## src/rtl/pipe_reg_skid.sv

```systemverilog
// Elastic pipeline register with a skid entry.
// The main entry drives the output. The skid entry catches the one word that
// arrives while downstream stalls. Because of this, upstream ready comes
// straight from a flop and does not depend on out_ready.
module pipe_reg_skid #(
  parameter int W        = 32,
  parameter int CLR_DATA = 1
) (
  input  logic         clk,
  input  logic         rstn,
  input  logic         flush,
  input  logic         in_valid,
  output logic         in_ready,
  input  logic [W-1:0] in_data,
  output logic         out_valid,
  input  logic         out_ready,
  output logic [W-1:0] out_data,
  output logic [1:0]   occ
);

  logic         main_v_q, main_v_d;
  logic         skid_v_q, skid_v_d;
  logic [W-1:0] main_data_q, main_data_d;
  logic [W-1:0] skid_data_q, skid_data_d;
  logic         acc;
  logic         emit;
  logic         clear;

  // Handshake events are derived only from registered state and the inputs
  assign acc   = in_valid & ~skid_v_q;
  assign emit  = main_v_q & out_ready;
  assign clear = ~rstn | flush;

  // Outputs are taken straight from the registers
  assign in_ready  = ~skid_v_q;
  assign out_valid = main_v_q;
  assign out_data  = main_data_q;
  assign occ       = {main_v_q & skid_v_q, main_v_q ^ skid_v_q};

  // Next-state selection: squash, or the load, skid and drain moves of the two entries
  always_comb begin
    main_v_d    = main_v_q;
    skid_v_d    = skid_v_q;
    main_data_d = main_data_q;
    skid_data_d = skid_data_q;
    if (clear) begin
      main_v_d = 1'b0;
      skid_v_d = 1'b0;
      if (CLR_DATA != 0) begin
        main_data_d = '0;
        skid_data_d = '0;
      end
    end else begin
      case ({main_v_q, skid_v_q})
        2'b00: begin
          if (acc) begin
            main_v_d    = 1'b1;
            main_data_d = in_data;
          end
        end
        2'b10: begin
          if (acc && emit) begin
            main_data_d = in_data;
          end else if (acc) begin
            skid_v_d    = 1'b1;
            skid_data_d = in_data;
          end else if (emit) begin
            main_v_d = 1'b0;
          end
        end
        2'b11: begin
          if (emit) begin
            main_data_d = skid_data_q;
            skid_v_d    = 1'b0;
          end
        end
        default: begin
          main_v_d = main_v_q;
        end
      endcase
    end
  end

  // State registers; reset and flush are both folded into the next-state logic
  always_ff @(posedge clk) begin
    main_v_q    <= main_v_d;
    skid_v_q    <= skid_v_d;
    main_data_q <= main_data_d;
    skid_data_q <= skid_data_d;
  end

endmodule

```

## config.mk

```make
export PLATFORM = sky130hd
export DESIGN_NAME = pipe_reg_skid
export DESIGN_NICKNAME = d
export VERILOG_FILES = /design/src/rtl/pipe_reg_skid.sv
export SDC_FILE = /design/constraint.sdc
export NUM_CORES = 1
export LEC_CHECK = 0
export ABC_CLOCK_PERIOD_IN_PS = 2400
export CAP_MARGIN = 0
export CELL_PAD_IN_SITES_DETAIL_PLACEMENT = 0
export CELL_PAD_IN_SITES_GLOBAL_PLACEMENT = 2
export CORE_UTILIZATION = 28
export DETAILED_ROUTE_END_ITERATION = 10
export GPL_ROUTABILITY_DRIVEN = 0
export PLACE_DENSITY_LB_ADDON = 0.15
export RECOVER_POWER = 100
export SETUP_SLACK_MARGIN = 0.3
export SLEW_MARGIN = 20
export SYNTH_ARGS = -nofsm -noshare
export SYNTH_HDL_FRONTEND = slang
export SYNTH_SLANG_ARGS = --single-unit
```

## constraint.sdc

```tcl
create_clock -name clk -period 2.4 [get_ports clk]
set_input_delay 0.36 -clock clk [delete_from_list [all_inputs] [get_ports clk]]
set_output_delay 0.36 -clock clk [all_outputs]
set_load 0.005 [all_outputs]
```

==> Yosys cells after proc, flatten, opt, wreduce, memory -nomap -nowiden <==
Index checks and enable logic that the tools add are counted.
{ "classes": {"eq_ne": 9, "n_mux": 11, "n_bitwise": 8, "reduce_logical": 9} }
{ "op_table": {"columns": ["cell", "count"], "rows": [
  ["32-bit two-way mux", 3],
  ["32-bit one-hot mux with 3 select lines", 1],
  ["2-bit != test (second input constant)", 7],
  ["4-bit AND reduction", 2],
  ["1-bit two-way mux", 5],
  ["5-bit AND reduction", 1],
  ["2-bit == test (second input constant)", 2],
  ["1-bit one-hot mux with 2 select lines", 2],
  ["2-bit nonzero test", 2],
  ["1-bit AND", 3],
  ["1-bit NOT", 3],
  ["3-bit AND reduction", 1],
  ["3-bit nonzero test", 1],
  ["2-bit zero test", 1],
  ["1-bit logical AND", 1],
  ["1-bit bitwise OR", 1],
  ["1-bit bitwise XOR", 1]
]} }
{ "totals": {"ff_bits": 66, "input_bits": 37, "out_inout_bits": 36, "elab_cells": 41} }

==> Depth between registers and ports, before layout <==
{ "logic_depth": {"depth_word": 5, "depth_mapped": 8, "ltp_nobuf": 6} }

==> Worst setup path before layout <==
No wires, ideal clock.
{ "synth_path": {"path_type": "flip-flop to flip-flop", "start": "register main_v_q, in the netlist out_valid", "end": "register main_data_q[10], in the netlist out_data[10]", "setup_time_ns": 0.134, "t_arrival_ns": 1.919, "required_time_ns": 2.266, "setup_slack_ns": 0.347, "stages_incl_launch_ff": 8, "n_path_buf": 3, "synth_period_minus_slack_ns": 2.053, "cell_sequence": "dfxtp_1 ha_1 clkbuf_1 a222oi_1 and2_1 clkbuf_1 buf_2 a211oi_1"} }
{ "synth_via": {"elab_chain_len": 4, "word_cells_on_any_way": 11, "classes_between": "eq/ne (5); mux (1); bitwise (1); reduce/logical (4)"} }
{ "synth_lines": {"columns": ["item", "line", "rtl"], "rows": [
  ["from (decl)", "21", "logic main_v_q, main_v_d;"],
  ["from (signal assigned)", "86", "main_v_q <= main_v_d;"],
  ["1-bit AND", "31", "assign emit = main_v_q & out_ready;"],
  ["1-bit logical AND", "62", "if (acc && emit) begin"],
  ["2-bit != test (no source line)", null, null],
  ["4-bit AND reduction (no source line)", null, null],
  ["to (signal assigned)", "88", "main_data_q <= main_data_d;"],
  ["to (decl)", "23", "logic [W-1:0] main_data_q, main_data_d;"]
]} }
Parallel ways exist; a longest one is shown, timed or not.
A chain may end at the register's enable or synchronous reset.

==> Final worst setup path <==
{ "layout_path": {"start": "register skid_v_q", "end": "output occ[0]"} }
{ "layout_via": {"elab_chain_len": 1} }
{ "layout_lines": {"columns": ["item", "line", "rtl"], "rows": [
  ["from (decl)", "22", "logic skid_v_q, skid_v_d;"],
  ["from (signal assigned)", "87", "skid_v_q <= skid_v_d;"],
  ["1-bit bitwise XOR", "38", "assign occ = {main_v_q & skid_v_q, main_v_q ^ skid_v_q};"],
  ["to (decl)", "18", "output logic [1:0] occ"]
]} }
Every way passes these cells.

==> impl_metrics.yaml <==
die:
  num_io_pins: 73
  dieArea_um2: 10200
  die_w_um: 101
  coreArea_um2: 9370
  initial_core_util_pct: 29.4
  die_h_um: 101
  num_rows: 35
grt:
  first_global_vias: 2292
  grt_start_max_net_pins: 67
  grt_remaining_overflow: 0
  antenna_found_initial: 0
  grt_usage_pct: 15.4
  grt_pass1_wl_um: 12000
clocking:
  clock_sinks: 66
  holdBufCountCts: 0
  clkTransAtPathRegs_ns: 0.07
  clk_path_buf_depth: 2
  cts_max_level: 3
  cts_tree: "done"
  cts-root-buf: "clkbuf_8"
  cts_buffers: 9
  clk_latency_ns: 0.33
  post_cts_buffers: 0
timing:
  finalMaxSlewViolations: 0
  rsz0062_at_grt: "false"
  hold_viol: 0
  final.setup_skew_ns: 0.00782
  fin_crit_sh_pct: 89.0
  tightest_slew_ns: 0.651
  fin_tns_setup_ns: 0
  relSlewSlack_pct: 56.6
  layout_min_cycle_time_ns: 2.14
  finalSetupViolCount: 0
  fmax_ghz: 0.468
synth:
  synthDistinctLibCells: 22
  syn_inst: 315
  netlist_area_um2: 2760
  syn-num-nets: 357
  synth_seq_cells: 66
  seq_area_frac_synth_pct: 48.0
  synth.avg_cell_area_um2: 8.75
  yosys_warnings: 0
worst_hold_path:
  hold_path_end: "skid_data_q[11]"
  holdCritPathClass: "flop to flop"
  hp-start: "skid_data_q[11]"
  hold_depth: 2
setup_path:
  crit_fanout: 5
  crit_type: "flop to primary output"
  crit_buf_inv: 2
  r2r_end: "out_data[11]"
  cp_cell_sequence: "inv_1 > ha_1 > dlygate4sd3_1"
  cp-end-kind: "primary output"
  crit_family: "buffers and inverters"
  critPathSlowestCell: "dlygate4sd3_1"
  required_ns: 2.04
  reg2reg_from: "skid_v_q"
  startpoint_type: "flop"
  rr_worst_depth: 8
  critPathMaxStageDelay_ns: 0.59
  r2r_setup_slack_ns: 0.32
  cp.arrival_ns: 1.78
power:
  swShare_pct: 25.5
  vdd_ir_drop_max_mv: 0.276
  p_clk_share_pct: 35.1
  p_switching_uw: 597
  power_leakage_nw: 1.35
  p_per_area_nw_per_um2: 609
  seqPwrFrac_pct: 49.6
  internal-power_mw: 1.74
  power_frac_comb_pct: 15.3
status:
  outcome: "complete, no violations"
finish:
  design_area_um2: 3840
  drive_above_1_share_pct: 7.49
  synthToLayoutAreaGrowth_pct: 39.3
  layout_commonest_cell: "a21oi_1"
  num-nets-final: 425
  n_antenna_cell: 0
  mostFrequentLayoutCells: "a21oi_1, nand2_1, dfxtp_1"
placement:
  place_area_um2: 3680
  hpwlAfterDp_um: 4740
  port_buffers: 72
route:
  ant_nets: 0
  drt_iter0_drc: 91
  via_per_inst: 4.75
  drtPass1Iterations: 4
  routedWlPerCell_um: 14.6
  drcViolationCount: 0
  drt-total-wl_um: 7550
  num_vias: 2450
job:
  drv_cap: 0
[synthesized netlist by cell type]
cell,count,area share (%)
clkbuf_1,21,2.9
o21ai_0,2,0.36
a211oi_1,33,9.0
nand2_1,65,8.9
or4_1,1,0.27
a21oi_1,66,12
a31oi_1,1,0.23
inv_1,4,0.54
and4b_1,1,0.36
and2_1,1,0.23
nand3_1,1,0.18
and3_1,1,0.23
ha_1,5,2.3
nand2b_1,2,0.45
buf_1,1,0.14
nor2b_1,3,0.68
a222oi_1,1,0.36
mux2i_1,32,12
dfxtp_1,66,48
o21ai_1,1,0.18
nor2_1,1,0.14
buf_2,6,1.1
[per-stage QoR]
stage	hold slack [ns]	setup slack [ns]	std cells	util (%)	power (mW)
floorplan	0.436	0.347	315	-	1.35
global placement	0.441	0.169	501	39.2	1.56
detailed placement	0.446	0.161	501	39.2	1.56
CTS	0.455	0.305	516	41.1	2.40
global route	0.468	0.164	516	41.0	2.47
finish	0.453	0.263	516	41.0	2.34
[registers in the layout, indices dropped and copies added, names as in the netlist]
register	count
skid_v_q	1
out_data	32
skid_data_q	32
out_valid	1
[routing by layer]
layer,wire length (um),global-route usage (%),vias up
li1,-,-,1243
met1,3640,20.9,1133
met2,3450,23.8,69
met3,394,4.83,5
met4,70,4.01,0
met5,0,0,-
[what timing repair did]
action / CTS / global route
pin swaps: 0 / 0
resized for setup: 1 / 2
setup endpoints to repair: 12 / 33
hold endpoints to repair: 0 / 0
[worst max path at each step]
stage,start,to,cells after the start
floorplan,out_valid,out_data[10],7
global placement,out_ready,out_data[11],7
detailed placement,out_ready,out_data[11],7
CTS,skid_v_q,occ[0],3
global route,skid_v_q,skid_data_q[16],6
finish,skid_v_q,occ[0],3
[area by class of cell]
type,instances,area [um^2]
fillers,965,5530
flip-flops and latches,66,1320
multi-input cells,217,1320
repair buffers,85,850
well taps,129,161
clock buffers,12,155
clock inverters,3,15.0
inverters,4,15.0
[power by group through the flow]
stage	logic, mW	registers [mW]	clock network, mW
floorplan	0.169	1.18	0
detailed placement	0.376	1.19	0
global route	0.393	1.16	0.908
CTS	0.377	1.16	0.858
finish	0.357	1.16	0.820
global placement	0.374	1.19	0
[tightest hold or removal path, delay by kind of cell (launching register included)]
| kind | cells | cell delay, ns |
|---|---|---|
| AOI/OAI and AO/OA | 1 | 0.05 |
| and+or+nand+nor | 1 | 0.05 |
| DFF | 1 | 0.31 |
[cells by family after synthesis]
logic type	synth area share (%)
compound gates	22.1
fa+ha+maj	2.27
buf+inv	4.63
flops	48.0
mux	11.6
simple gates	11.4
Note: power is estimated with default switching activity, not from simulation.
